[config.mk]
export PLATFORM = sky130hd
export DESIGN_NAME = dmux_stream_nway_flat
export DESIGN_NICKNAME = d
export VERILOG_FILES = /design/src/rtl/dmux_stream_nway_if.sv /design/src/rtl/dmux_stream_nway.sv /design/src/flat_wrapper.sv
export SDC_FILE = /design/constraint.sdc
export NUM_CORES = 1
export LEC_CHECK = 0
export ABC_AREA = 1
export BUFFER_PORTS_ARGS = -buffer_cell sky130_fd_sc_hd__buf_4
export CAP_MARGIN = 10
export CORE_UTILIZATION = 51
export DETAILED_ROUTE_END_ITERATION = 10
export GPL_ROUTABILITY_DRIVEN = 0
export PLACE_DENSITY = 0.79
export SLEW_MARGIN = 20
export SYNTH_ARGS = -nofsm -noshare
export SYNTH_HDL_FRONTEND = slang
export SYNTH_SLANG_ARGS = --single-unit
[constraint.sdc]
create_clock -name clk -period 2.9 [get_ports clk]
set_clock_uncertainty 0.1 [all_clocks]
set_input_delay 0.58 -clock clk [delete_from_list [all_inputs] [get_ports clk]]
set_output_delay 0.58 -clock clk [all_outputs]
set_load 0.02 [all_outputs]
[src/rtl/dmux_stream_nway_if.sv]
`default_nettype none
// +----------------------------------------------------------------------------+
// | dmux_stream_nway_if                                                        |
// | Producer-side and consumer-side handshake bundle for dmux_stream_nway.     |
// | Rev 1.0                                                                    |
// +----------------------------------------------------------------------------+
interface dmux_stream_nway_if #(
   parameter int WIDTH   = 8,
   parameter int NUM_OUT = 8,
   parameter int SEL_W   = 3
);
   logic                       in_valid;
   logic                       in_ready;
   logic [WIDTH-1:0]           in_data;
   logic [SEL_W-1:0]           in_sel;
   logic                       in_bcast;
   logic [NUM_OUT-1:0]         out_valid;
   logic [NUM_OUT-1:0]         out_ready;
   logic [NUM_OUT*WIDTH-1:0]   out_data;
   logic                       drop;

   // The demultiplexer itself sits on the slave side.
   modport slave (
      input  in_valid, in_data, in_sel, in_bcast, out_ready,
      output in_ready, out_valid, out_data, drop
   );

   modport master (
      output in_valid, in_data, in_sel, in_bcast, out_ready,
      input  in_ready, out_valid, out_data, drop
   );
endinterface
`default_nettype wire

[src/rtl/dmux_stream_nway.sv]
`default_nettype none
// +----------------------------------------------------------------------------+
// | dmux_stream_nway                                                           |
// | Registered 1-to-NUM_OUT stream demux with unicast/broadcast steering.      |
// | Rev 1.0                                                                    |
// +----------------------------------------------------------------------------+
module dmux_stream_nway #(
   parameter int WIDTH   = 8,
   parameter int NUM_OUT = 8,
   parameter int SEL_W   = 3
) (
   input  wire logic          clk,
   input  wire logic          rst,
   dmux_stream_nway_if.slave  bus
);
   logic [SEL_W-1:0]   w_sel;
   logic [NUM_OUT-1:0] w_full;
   logic [NUM_OUT-1:0] w_free;
   logic [NUM_OUT-1:0] w_sel_hit;
   logic [NUM_OUT-1:0] w_target;
   logic               w_sel_in_range;
   logic               w_in_ready;
   logic               w_accept;
   logic               w_drop_nxt;
   logic               r_drop;

   assign w_sel          = bus.in_sel;
   assign w_free         = ~w_full | bus.out_ready;
   assign w_sel_in_range = (32'(w_sel) < NUM_OUT);

   // Out-of-range unicast is always accepted so it can be discarded.
   always_comb begin
      w_in_ready = 1'b1;
      if (bus.in_bcast) begin
         w_in_ready = &w_free;
      end else if (w_sel_in_range) begin
         w_in_ready = |(w_free & w_sel_hit);
      end
   end

   assign w_accept   = bus.in_valid & w_in_ready;
   assign w_drop_nxt = w_accept & ~bus.in_bcast & ~w_sel_in_range;

   always_comb begin
      w_target = '0;
      if (w_accept) begin
         w_target = bus.in_bcast ? {NUM_OUT{1'b1}} : w_sel_hit;
      end
   end

   always_ff @(posedge clk or posedge rst) begin
      if (rst) begin
         r_drop <= 1'b0;
      end else begin
         r_drop <= w_drop_nxt;
      end
   end

   generate
      for (genvar k = 0; k < NUM_OUT; k++) begin : g_chan
         logic             r_full;
         logic [WIDTH-1:0] r_data;

         assign w_sel_hit[k] = (32'(w_sel) == k);

         always_ff @(posedge clk or posedge rst) begin
            if (rst) begin
               r_full <= 1'b0;
               r_data <= '0;
            end else if (w_target[k]) begin
               r_full <= 1'b1;
               r_data <= bus.in_data;
            end else if (bus.out_ready[k]) begin
               r_full <= 1'b0;
            end
         end

         assign w_full[k]                        = r_full;
         assign bus.out_data[k*WIDTH +: WIDTH]   = r_data;
      end
   endgenerate

   assign bus.in_ready  = w_in_ready;
   assign bus.out_valid = w_full;
   assign bus.drop      = r_drop;
endmodule
`default_nettype wire

[src/flat_wrapper.sv]
// flat-port wrapper written by rule: the top's interface ports become plain ports
module dmux_stream_nway_flat 
#(
   parameter int WIDTH   = 8,
   parameter int NUM_OUT = 8,
   parameter int SEL_W   = 3
)
  (clk, rst, bus_in_valid, bus_in_data, bus_in_sel, bus_in_bcast, bus_out_ready, bus_in_ready, bus_out_valid, bus_out_data, bus_drop);
  dmux_stream_nway_if #(.WIDTH(WIDTH), .NUM_OUT(NUM_OUT), .SEL_W(SEL_W)) bus_i ();
  input  wire logic clk;
  input  wire logic rst;
  input wire logic [$bits(bus_i.in_valid)-1:0] bus_in_valid;
  input wire logic [$bits(bus_i.in_data)-1:0] bus_in_data;
  input wire logic [$bits(bus_i.in_sel)-1:0] bus_in_sel;
  input wire logic [$bits(bus_i.in_bcast)-1:0] bus_in_bcast;
  input wire logic [$bits(bus_i.out_ready)-1:0] bus_out_ready;
  output wire logic [$bits(bus_i.in_ready)-1:0] bus_in_ready;
  output wire logic [$bits(bus_i.out_valid)-1:0] bus_out_valid;
  output wire logic [$bits(bus_i.out_data)-1:0] bus_out_data;
  output wire logic [$bits(bus_i.drop)-1:0] bus_drop;
  assign bus_i.in_valid = bus_in_valid;
  assign bus_i.in_data = bus_in_data;
  assign bus_i.in_sel = bus_in_sel;
  assign bus_i.in_bcast = bus_in_bcast;
  assign bus_i.out_ready = bus_out_ready;
  assign bus_in_ready = bus_i.in_ready;
  assign bus_out_valid = bus_i.out_valid;
  assign bus_out_data = bus_i.out_data;
  assign bus_drop = bus_i.drop;
  dmux_stream_nway #(.WIDTH(WIDTH), .NUM_OUT(NUM_OUT), .SEL_W(SEL_W)) u_core (.clk(clk), .rst(rst), .bus(bus_i));
endmodule
==> results_dict.tcl <==
set metrics [dict create \
    gr-usage-all-layers_pct 27.4 \
    fin_cells 534 \
    yosysMostFrequentCell "nand2_1" \
    h-tree-depth 3 \
    setup_violations 0 \
    drive_gt1_share_pct 27.7 \
    required_ns 2.22 \
    place_inst 518 \
    rows 28 \
    first_iter_violations 371 \
    grt_pass1_vias 2723 \
    io_buffers 95 \
    sw_frac_of_total_pct 37.8 \
    power_frac_clock_pct 21.5 \
    pin_count 97 \
    path_clk_slew_ns 0.07 \
    synthTopCellsByCount "nand2_1 (165), dfrtp_1 (72), nand4_1 (65)" \
    p_int_uw 2300 \
    wl_met1_um 3600 \
    dr_wl_met2_um 4000 \
    start_util_pct 54.3 \
    synth_area_um2 3290 \
    r2r_end "u_core.g_chan[1].r_data[4]$_DFFE_PP0P_" \
    core_area_um2 6060 \
    hold_buffers 0 \
    crit_path_top_delay_cell "nor2_1" \
    critical_path.most_common_cell "nand2_1" \
    synth_nets 399 \
    cts.sinks 72 \
    hpwlAfterDp_um 5700 \
    dr.pass1.iters 5 \
    period_needed_ns 2.40 \
    synth_edf_count 0 \
    tightest_slew_ns 0.729 \
    synth_top_area_share_pct 54.8 \
    ys_seq_area_share_pct 54.8 \
    ys.warnings.count 0 \
    synth.distinct_cells 17 \
    ys_ff_latch 72 \
    slowest_delay_ns 0.27 \
    n_antenna_cell 0 \
    cts-root-buf "clkbuf_8" \
    r2r_start "u_core.g_chan[2].r_full$_DFFE_PP0P_" \
    final_nets 477 \
    clock_path_buffers 2 \
    ctsResizeCount 0 \
    p_switching_uw 1400 \
    ys_top_cells_by_area "dfrtp_1 (55%), nand2_1 (19%), nand4_1 (12%)" \
    synthFlopType "dfrtp_1" \
    top_layer "met4" \
    path_class "in -> out" \
    power_frac_seq_pct 40.5 \
    clock.fmax_mhz 416 \
    reg2reg_depth 9 \
    wl_met3_um 733 \
    rsz0062_at_grt "false" \
    synth_cells 376 \
    grt_max_degree 73 \
    via_count 2967 \
    post_drt_via_cell_ratio 5.56 \
    hold_path.class "in -> async" \
    synth_largest_area_cell "dfrtp_1" \
    outcome "finished, final reports clean" \
    die_w_um 82.3 \
    cts_made_buffers 9 \
    comb_power_share_pct 38.0 \
    antenna_found_initial 0 \
    area_growth_pct 26.1 \
    overflow 0 \
    drv_slew 0 \
    p_leak_uw 0.00229 \
    period_share_pct 82.9 \
    cp-start-kind "input pin" \
    path_max_fanout 19 \
    endpoint_kind "output pin" \
    post_cts_buffers 0 \
    ant_nets 0 \
    critPathArrivalTime_ns 1.72 \
    cts_tree "done" \
    syn_area_per_cell_um2 8.75 \
    synth-async-reset-ratio_pct 100 \
    remaining_drc_errors 0 \
    utilization_pct 68.4 \
    finalSetupTns_ns 0 \
    finalHoldViolations 0 \
    dieArea_um2 6770 \
    worstPathCellList "buf_4 -> nor2_1 -> nand3_1 -> nand2_1 -> nor2_1 -> nand2_1 -> nand2_1 -> nand2_4 -> buf_4" \
    slew_headroom_pct 51.1 \
    grt_pass1_wl_um 13500 \
    r2r_slack_ns 0.79 \
    vdd_ir_drop_max_mv 0.470 \
    routedWlPerCell_um 15.9 \
    wirelength_um 8470 \
    powerDensity_nw_per_um2 894 \
    maxCapViolCount 0 \
    clock_latency_ns 0.34 \
    die-height_um 82.3 \
]
worst max-delay path by stage:
stage,startpoint,to,cells past startpoint
finish,bus_in_sel[1],bus_in_ready,9
global route,bus_in_sel[0],bus_in_ready,10
CTS,bus_in_sel[1],bus_in_ready,9
detailed placement,bus_in_sel[1],u_core.g_chan[0].r_data[5]$_DFFE_PP0P_,12
global placement,bus_in_sel[1],u_core.g_chan[1].r_data[0]$_DFFE_PP0P_,12
floorplan,rst,u_core.g_chan[0].r_data[0]$_DFFE_PP0P_,1
cell usage in the layout (no fill, tap or decap), types with 2 or more instances in the layout:
cell type and count:
buf_4 99, clkbuf_1 2, clkbuf_8 11, clkinv_2 2, dfrtp_1 72, inv_1 10, inv_2 3, nand2_1 165
nand3_1 8, nand3_2 3, nand3_4 5, nand4_1 65, nor2_1 7, o21ai_1 2
metrics by stage:
stage / hold WS [ns] / area [um^2] / setup slack [ns] / total power [uW]
detailed placement: 0.360 / 3950 / 0.381 / 2930
CTS: 0.228 / 4150 / 0.500 / 3720
global route: 0.239 / 4150 / 0.369 / 3930
global placement: 0.359 / 3950 / 0.474 / 2900
floorplan: 0.388 / 3290 / 0.395 / 2320
finish: 0.206 / 4150 / 0.496 / 3710
area by class of cell:
cell class,instances,area (um^2)
Clock inverter,3,40.0
Sequential cell,72,1800
Timing Repair Buffer,100,763
Fill cell,506,1910
Inverter,13,48.8
Clock buffer,13,159
Tap cell,75,93.8
Multi-Input combinational cell,258,1240
layer usage:
layer / vias up / global-route usage, %
met5: - / 0
met4: 0 / 10.5
met3: 13 / 6.48
met2: 147 / 40.8
met1: 1403 / 38.8
li1: 1404 / -
cells by family (layout without fill, tap and decap cells):
kind of cell	after synthesis	after routing	share of synthesized area (%)
other	1	1	0.114
DFF	72	72	54.8
and+or+nand+nor	255	255	37.3
buffers and inverters	46	129	7.46
AOI/OAI and AO/OA	2	2	0.304
power groups by stage:
stage | logic (uW) | registers [uW] | clock network (uW)
floorplan | 480 | 1840 | 0
global placement | 1380 | 1510 | 0
global route | 1530 | 1530 | 861
detailed placement | 1420 | 1510 | 0
finish | 1410 | 1500 | 796
CTS | 1420 | 1500 | 801
state kept, by name, indices dropped and copies added (netlist names):
signal,cells
u_core.g_chan.r_data,64
u_core.g_chan.r_full,8
worst max-delay path: cells and delay by family:
family	cells	cell delay [ns]
AND/OR/NAND/NOR	7	0.82
buffers and inverters	2	0.31
No activity file was read; power rests on OpenSTA's default activity.
